## config.mk

```make
export PLATFORM = sky130hd
export DESIGN_NAME = fp_operand_classifier
export DESIGN_NICKNAME = d
export VERILOG_FILES = /design/src/rtl/fp_operand_classifier.sv
export SDC_FILE = /design/constraint.sdc
export NUM_CORES = 1
export LEC_CHECK = 0
export CAP_MARGIN = 20
export CORE_ASPECT_RATIO = 0.6
export CORE_UTILIZATION = 25
export CTS_CLUSTER_SIZE = 25
export DETAILED_ROUTE_END_ITERATION = 16
export PLACE_DENSITY_LB_ADDON = 0.12
export SYNTH_ARGS = -nofsm -noshare
export SYNTH_HDL_FRONTEND = slang
export SYNTH_SLANG_ARGS = --single-unit
```

## constraint.sdc

```tcl
create_clock -name clk -period 4.4 [get_ports clk]
set_input_delay 0.44 -clock clk [delete_from_list [all_inputs] [get_ports clk]]
set_output_delay 0.44 -clock clk [all_outputs]
set_load 0.02 [all_outputs]
```

## src/rtl/fp_operand_classifier.sv

```systemverilog
// IEEE-754 operand classifier with a one-deep valid/ready output register,
// sticky status flags and a saturating SNaN counter. Optional macro: FPCLASS_DAZ_EN.
module fp_operand_classifier #(
    parameter int EXP_W   = 8,
    parameter int FRAC_W  = 23,
    parameter int NUM_OPS = 2,
    parameter int CNT_W   = 8
) (
    input  logic                                clk,
    input  logic                                rst_n,
    input  logic                                in_valid,
    output logic                                in_ready,
    input  logic [NUM_OPS*(1+EXP_W+FRAC_W)-1:0] in_ops,
    output logic                                out_valid,
    input  logic                                out_ready,
    output logic [NUM_OPS*(1+EXP_W+FRAC_W)-1:0] out_ops,
    output logic [NUM_OPS*6-1:0]                out_class,
    output logic                                out_any_nan,
    input  logic                                flags_clr,
    output logic                                flag_invalid,
    output logic                                flag_nan,
    output logic                                flag_inf,
    output logic                                flag_sub,
    output logic [CNT_W-1:0]                    snan_cnt
);
    localparam int W = 1 + EXP_W + FRAC_W;

    // Class bit positions inside each 6-bit group.
    localparam int C_ZERO = 0;
    localparam int C_SUB  = 1;
    localparam int C_NORM = 2;
    localparam int C_INF  = 3;
    localparam int C_QNAN = 4;
    localparam int C_SNAN = 5;

    // Handshake: a transfer happens on a rising edge where valid && ready.
    // in_ready is combinational so a full register can drain and reload in one cycle.
    logic accept;
    assign in_ready = !out_valid || out_ready;
    assign accept   = in_valid && in_ready;

    logic [NUM_OPS*W-1:0] ops_nxt;
    logic [NUM_OPS*6-1:0] cls_nxt;
    logic                 nan_nxt;
    logic                 ev_invalid, ev_nan, ev_inf, ev_sub;
    logic [CNT_W:0]       snan_add;
    logic [EXP_W-1:0]     exp_f;
    logic [FRAC_W-1:0]    frac_f;
    logic [5:0]           cls_op;

    always_comb begin
        ops_nxt    = in_ops;
        cls_nxt    = '0;
        nan_nxt    = 1'b0;
        ev_invalid = 1'b0;
        ev_nan     = 1'b0;
        ev_inf     = 1'b0;
        ev_sub     = 1'b0;
        snan_add   = '0;
        exp_f      = '0;
        frac_f     = '0;
        cls_op     = '0;
        for (int i = 0; i < NUM_OPS; i++) begin
            exp_f  = in_ops[i*W+FRAC_W +: EXP_W];
            frac_f = in_ops[i*W +: FRAC_W];
            cls_op = '0;
            if (exp_f == '0) begin
                if (frac_f == '0) begin
                    cls_op[C_ZERO] = 1'b1;
                end else begin
                    ev_sub = 1'b1;
`ifdef FPCLASS_DAZ_EN
                    // Flushed subnormal keeps sign and exponent, loses fraction.
                    cls_op[C_ZERO] = 1'b1;
                    ops_nxt[i*W +: FRAC_W] = '0;
`else
                    cls_op[C_SUB] = 1'b1;
`endif
                end
            end else if (exp_f == '1) begin
                if (frac_f == '0) begin
                    cls_op[C_INF] = 1'b1;
                    ev_inf = 1'b1;
                end else if (frac_f[FRAC_W-1]) begin
                    cls_op[C_QNAN] = 1'b1;
                    ev_nan = 1'b1;
                end else begin
                    cls_op[C_SNAN] = 1'b1;
                    ev_nan     = 1'b1;
                    ev_invalid = 1'b1;
                    snan_add   = snan_add + (CNT_W+1)'(1);
                end
            end else begin
                cls_op[C_NORM] = 1'b1;
            end
            cls_nxt[i*6 +: 6] = cls_op;
        end
        nan_nxt = ev_nan;
    end

    // Clear happens first so a simultaneous accept still records its events.
    logic [CNT_W-1:0] cnt_base;
    logic [CNT_W:0]   cnt_sum;
    logic [CNT_W-1:0] cnt_nxt;

    always_comb begin
        cnt_base = flags_clr ? '0 : snan_cnt;
        cnt_sum  = {1'b0, cnt_base} + (accept ? snan_add : '0);
        cnt_nxt  = cnt_sum[CNT_W] ? '1 : cnt_sum[CNT_W-1:0];
    end

    always_ff @(posedge clk or negedge rst_n) begin
        if (!rst_n) begin
            out_valid    <= 1'b0;
            out_ops      <= '0;
            out_class    <= '0;
            out_any_nan  <= 1'b0;
            flag_invalid <= 1'b0;
            flag_nan     <= 1'b0;
            flag_inf     <= 1'b0;
            flag_sub     <= 1'b0;
            snan_cnt     <= '0;
        end else begin
            if (accept) begin
                out_valid   <= 1'b1;
                out_ops     <= ops_nxt;
                out_class   <= cls_nxt;
                out_any_nan <= nan_nxt;
            end else if (out_ready) begin
                out_valid <= 1'b0;
            end
            flag_invalid <= (flag_invalid && !flags_clr) || (accept && ev_invalid);
            flag_nan     <= (flag_nan && !flags_clr) || (accept && ev_nan);
            flag_inf     <= (flag_inf && !flags_clr) || (accept && ev_inf);
            flag_sub     <= (flag_sub && !flags_clr) || (accept && ev_sub);
            snan_cnt     <= cnt_nxt;
        end
    end
endmodule

```

==> impl_metrics.toml <==
[setup_path]
cp.arrival_ps = 3860
r2r_slack_ps = 1440
reg2regPathDepth = 10
endpoint_kind = "register"
path_max_fanout = 6
crit_required_ps = 4660
crit_type = "in -> reg"
start_kind = "input pin"

[run]
drv_cap = 0

[pwr]
internal-power_mw = 1.64
clkPwrFrac = 0.340
swShare = 0.267
p_sw_mw = 0.599
pwr-share-seq = 0.428
ir_drop_v = 0.000158
p_leak_nw = 2.45
power.density_nw_per_um2 = 385
total_power_mw = 2.24
comb_power_share = 0.231

[sta]
fin_hold_ws_ps = 140
hold_viol = 0
fmax_mhz = 277
fin_crit_ps = 3610
rsz0062_at_grt = "false"
period_share = 0.820
setup_viol = 0
setup_tns_ps = 0
finClkSkew_ps = 4.49
maxSlewViolCount = 0
tightest_slew_ps = 686
relSlewSlack = 0.543

[run_status]
status = "finished, final reports clean"

[cells_and_area]
regArea_um2 = 2250
num-nets-final = 528
n_fill_cell = 1406
multi_input_area_um2 = 1420
finalNonFillerCells = 656
antenna_cells = 0
syn2layout_area_growth_pct = 56.3
final_common_cell = "clkdlybuf4s50_1"
final_layout_size_suffix_gt1_frac = 0.133
mostFrequentLayoutCells = "158 x clkdlybuf4s50_1, 90 x dfrtp_1, 43 x mux2_2, 32 x nand2_1, 18 x mux2_1"

[global_route]
grtUsageMet1 = 0.209
grt_overflow = 0
met2_usage = 0.202
grt_use_total = 0.147
antenna_found_initial = 0
grt_max_degree = 57
grt_first_pass_wirelength_mm = 17.6
busiest_layer = "met1"
grt_use_met3 = 0.0660
grt_pass1_vias = 3161

[clock_network]
cts_tree = "done"
cts.clk_slew.worst_paths_ps = 60
cts_max_level = 3
cts_setup_buffers = 0
clock-sinks = 90
cts_resized = 0
cts_buffers = 9
clkLatencyLatePin_ps = 340
cts.hold.buffers_added = 0
clk_path_buf_depth = 2
root_buffer = "clkbuf_16"

[synth]
yosysWarnings = 0
ys_seq_elements = 90
yosysUniqueCellTypes = 36
synthCells = 292
syn_nets = 366
synth_seq_area_share = 0.604
avgSynthCellArea_um2 = 12.8
syn_area_um2 = 3730

[floorplanning]
die_x_um = 160
core-area_um2 = 14500
dieArea_um2 = 15400
start_util = 0.257
die_y_um = 96.6
io_pins = 160
rows = 34

[hold_path]
worst_hold_path_type = "in -> async"

[route]
first_iter_violations = 94
vias_per_cell = 4.35
dr.pass1.iters = 4
vias = 2854
drt_wl_total_mm = 10.5
avgRoutedWirePerCell_um = 16.0
ant_nets = 0
remaining_drc_errors = 0

[place]
gp_congestion = 0.733
portBuffers = 159
place_inst = 641
dp_hpwl_mm = 7.77
==> cell usage after synthesis, drive strengths merged <==
| library cell | n | area [um^2] |
|---|---|---|
| nor2 | 12 | 45.0 |
| a22o | 1 | 8.76 |
| buf | 8 | 38.8 |
| nand3b | 1 | 7.51 |
| nand2b | 6 | 37.5 |
| nand2 | 33 | 124 |
| dfrtp | 90 | 2250 |
| ha | 4 | 50.1 |
| nor3 | 5 | 25.0 |
| inv | 6 | 22.5 |
| nand3 | 7 | 35.0 |
| mux2i | 1 | 10.0 |
| clkbuf | 2 | 7.51 |
| nor4 | 11 | 68.8 |
| and2b | 1 | 7.51 |
| a21oi | 4 | 20.0 |
| o31ai | 4 | 30.0 |
| and2 | 1 | 6.26 |
| nor2b | 2 | 15.0 |
| a211o | 1 | 8.76 |
| or4b | 1 | 10.0 |
| o211ai | 1 | 7.51 |
| nand4 | 6 | 37.5 |
| mux2 | 61 | 687 |
| xnor2 | 1 | 8.76 |
| o21ai | 9 | 45.0 |
| fa | 1 | 20.0 |
| a21o | 4 | 30.0 |
| xor2 | 2 | 17.5 |
| or4 | 4 | 30.0 |
| o32a | 1 | 10.0 |
| or2 | 1 | 6.26 |
==> power by group through the flow <==
| stage | sequential, mW | clock [mW] | combinational (mW) |
|---|---|---|---|
| after floorplan | 1.09 | 0 | 0.108 |
| after global placement | 0.973 | 0 | 0.527 |
| after detailed placement | 0.975 | 0 | 0.526 |
| after CTS | 0.962 | 0.795 | 0.528 |
| after global routing | 0.975 | 0.830 | 0.555 |
| final | 0.961 | 0.763 | 0.519 |
==> metrics by stage <==
stage	instance area, um^2	utilization	setup slack (ps)
global placement	5540	0.382	530
floorplan	3730	-	1530
finish	5830	0.402	793
detailed placement	5540	0.382	409
CTS	5830	0.402	743
global route	5830	0.402	422
==> layout make-up <==
type	count	area share
Clock buffer	12	0.0423
Clock inverter	3	0.00687
Inverter	6	0.00386
Multi-Input combinational cell	186	0.243
Sequential cell	90	0.386
Tap cell	198	0.0425
Timing Repair Buffer	161	0.275
==> flip-flops by register name, indices dropped and copies added (netlist names) <==
| signal | count |
|---|---|
| out_any_nan | 1 |
| out_valid | 1 |
| out_class | 12 |
| out_ops | 64 |
| flag_sub | 1 |
| flag_inf | 1 |
| snan_cnt | 8 |
| flag_nan | 1 |
| flag_invalid | 1 |
==> kinds of logic after synthesis <==
family / count (synthesis) / share of synthesized area
AND/OR/NAND/NOR: 91 / 0.122
flip-flops: 90 / 0.604
multiplexers: 62 / 0.187
AO/OA/AOI/OAI: 25 / 0.0429
buffers and inverters: 16 / 0.0184
adder cells (fa/ha/maj): 5 / 0.0188
XOR/XNOR: 3 / 0.00705
==> routing by layer <==
metal | up-vias | routed length [um] | part of all wire
li1 | 1361 | - | -
met1 | 1397 | 5300 | 0.51
met2 | 86 | 4190 | 0.40
met3 | 10 | 911 | 0.087
met4 | 0 | 81 | 0.0077
met5 | - | 0 | 0
==> final timing paths <==
check                        startpoint      endpoint
hold / removal                    rst_n   out_ops[43]
setup / recovery             in_ops[22]   snan_cnt[4]
hold reg to reg            out_class[4]  out_class[4]
min in group clk           out_class[4]  out_class[4]
setup reg to reg              out_valid   snan_cnt[4]
max in group asynchronous         rst_n   out_ops[36]
==> critical path, cell delays in order <==
cell and delay, ps:
clkdlybuf4s50_1 480, nor4_1 320, nand4_1 240, o21ai_1 390
inv_1 80, ha_1 280, o211ai_1 80, a21oi_1 160
ha_1 200, inv_1 60, fa_1 420, nand2b_1 200
nor2_1 150, nand3_1 220, o21ai_1 150
(Power assumes the default switching activity.)
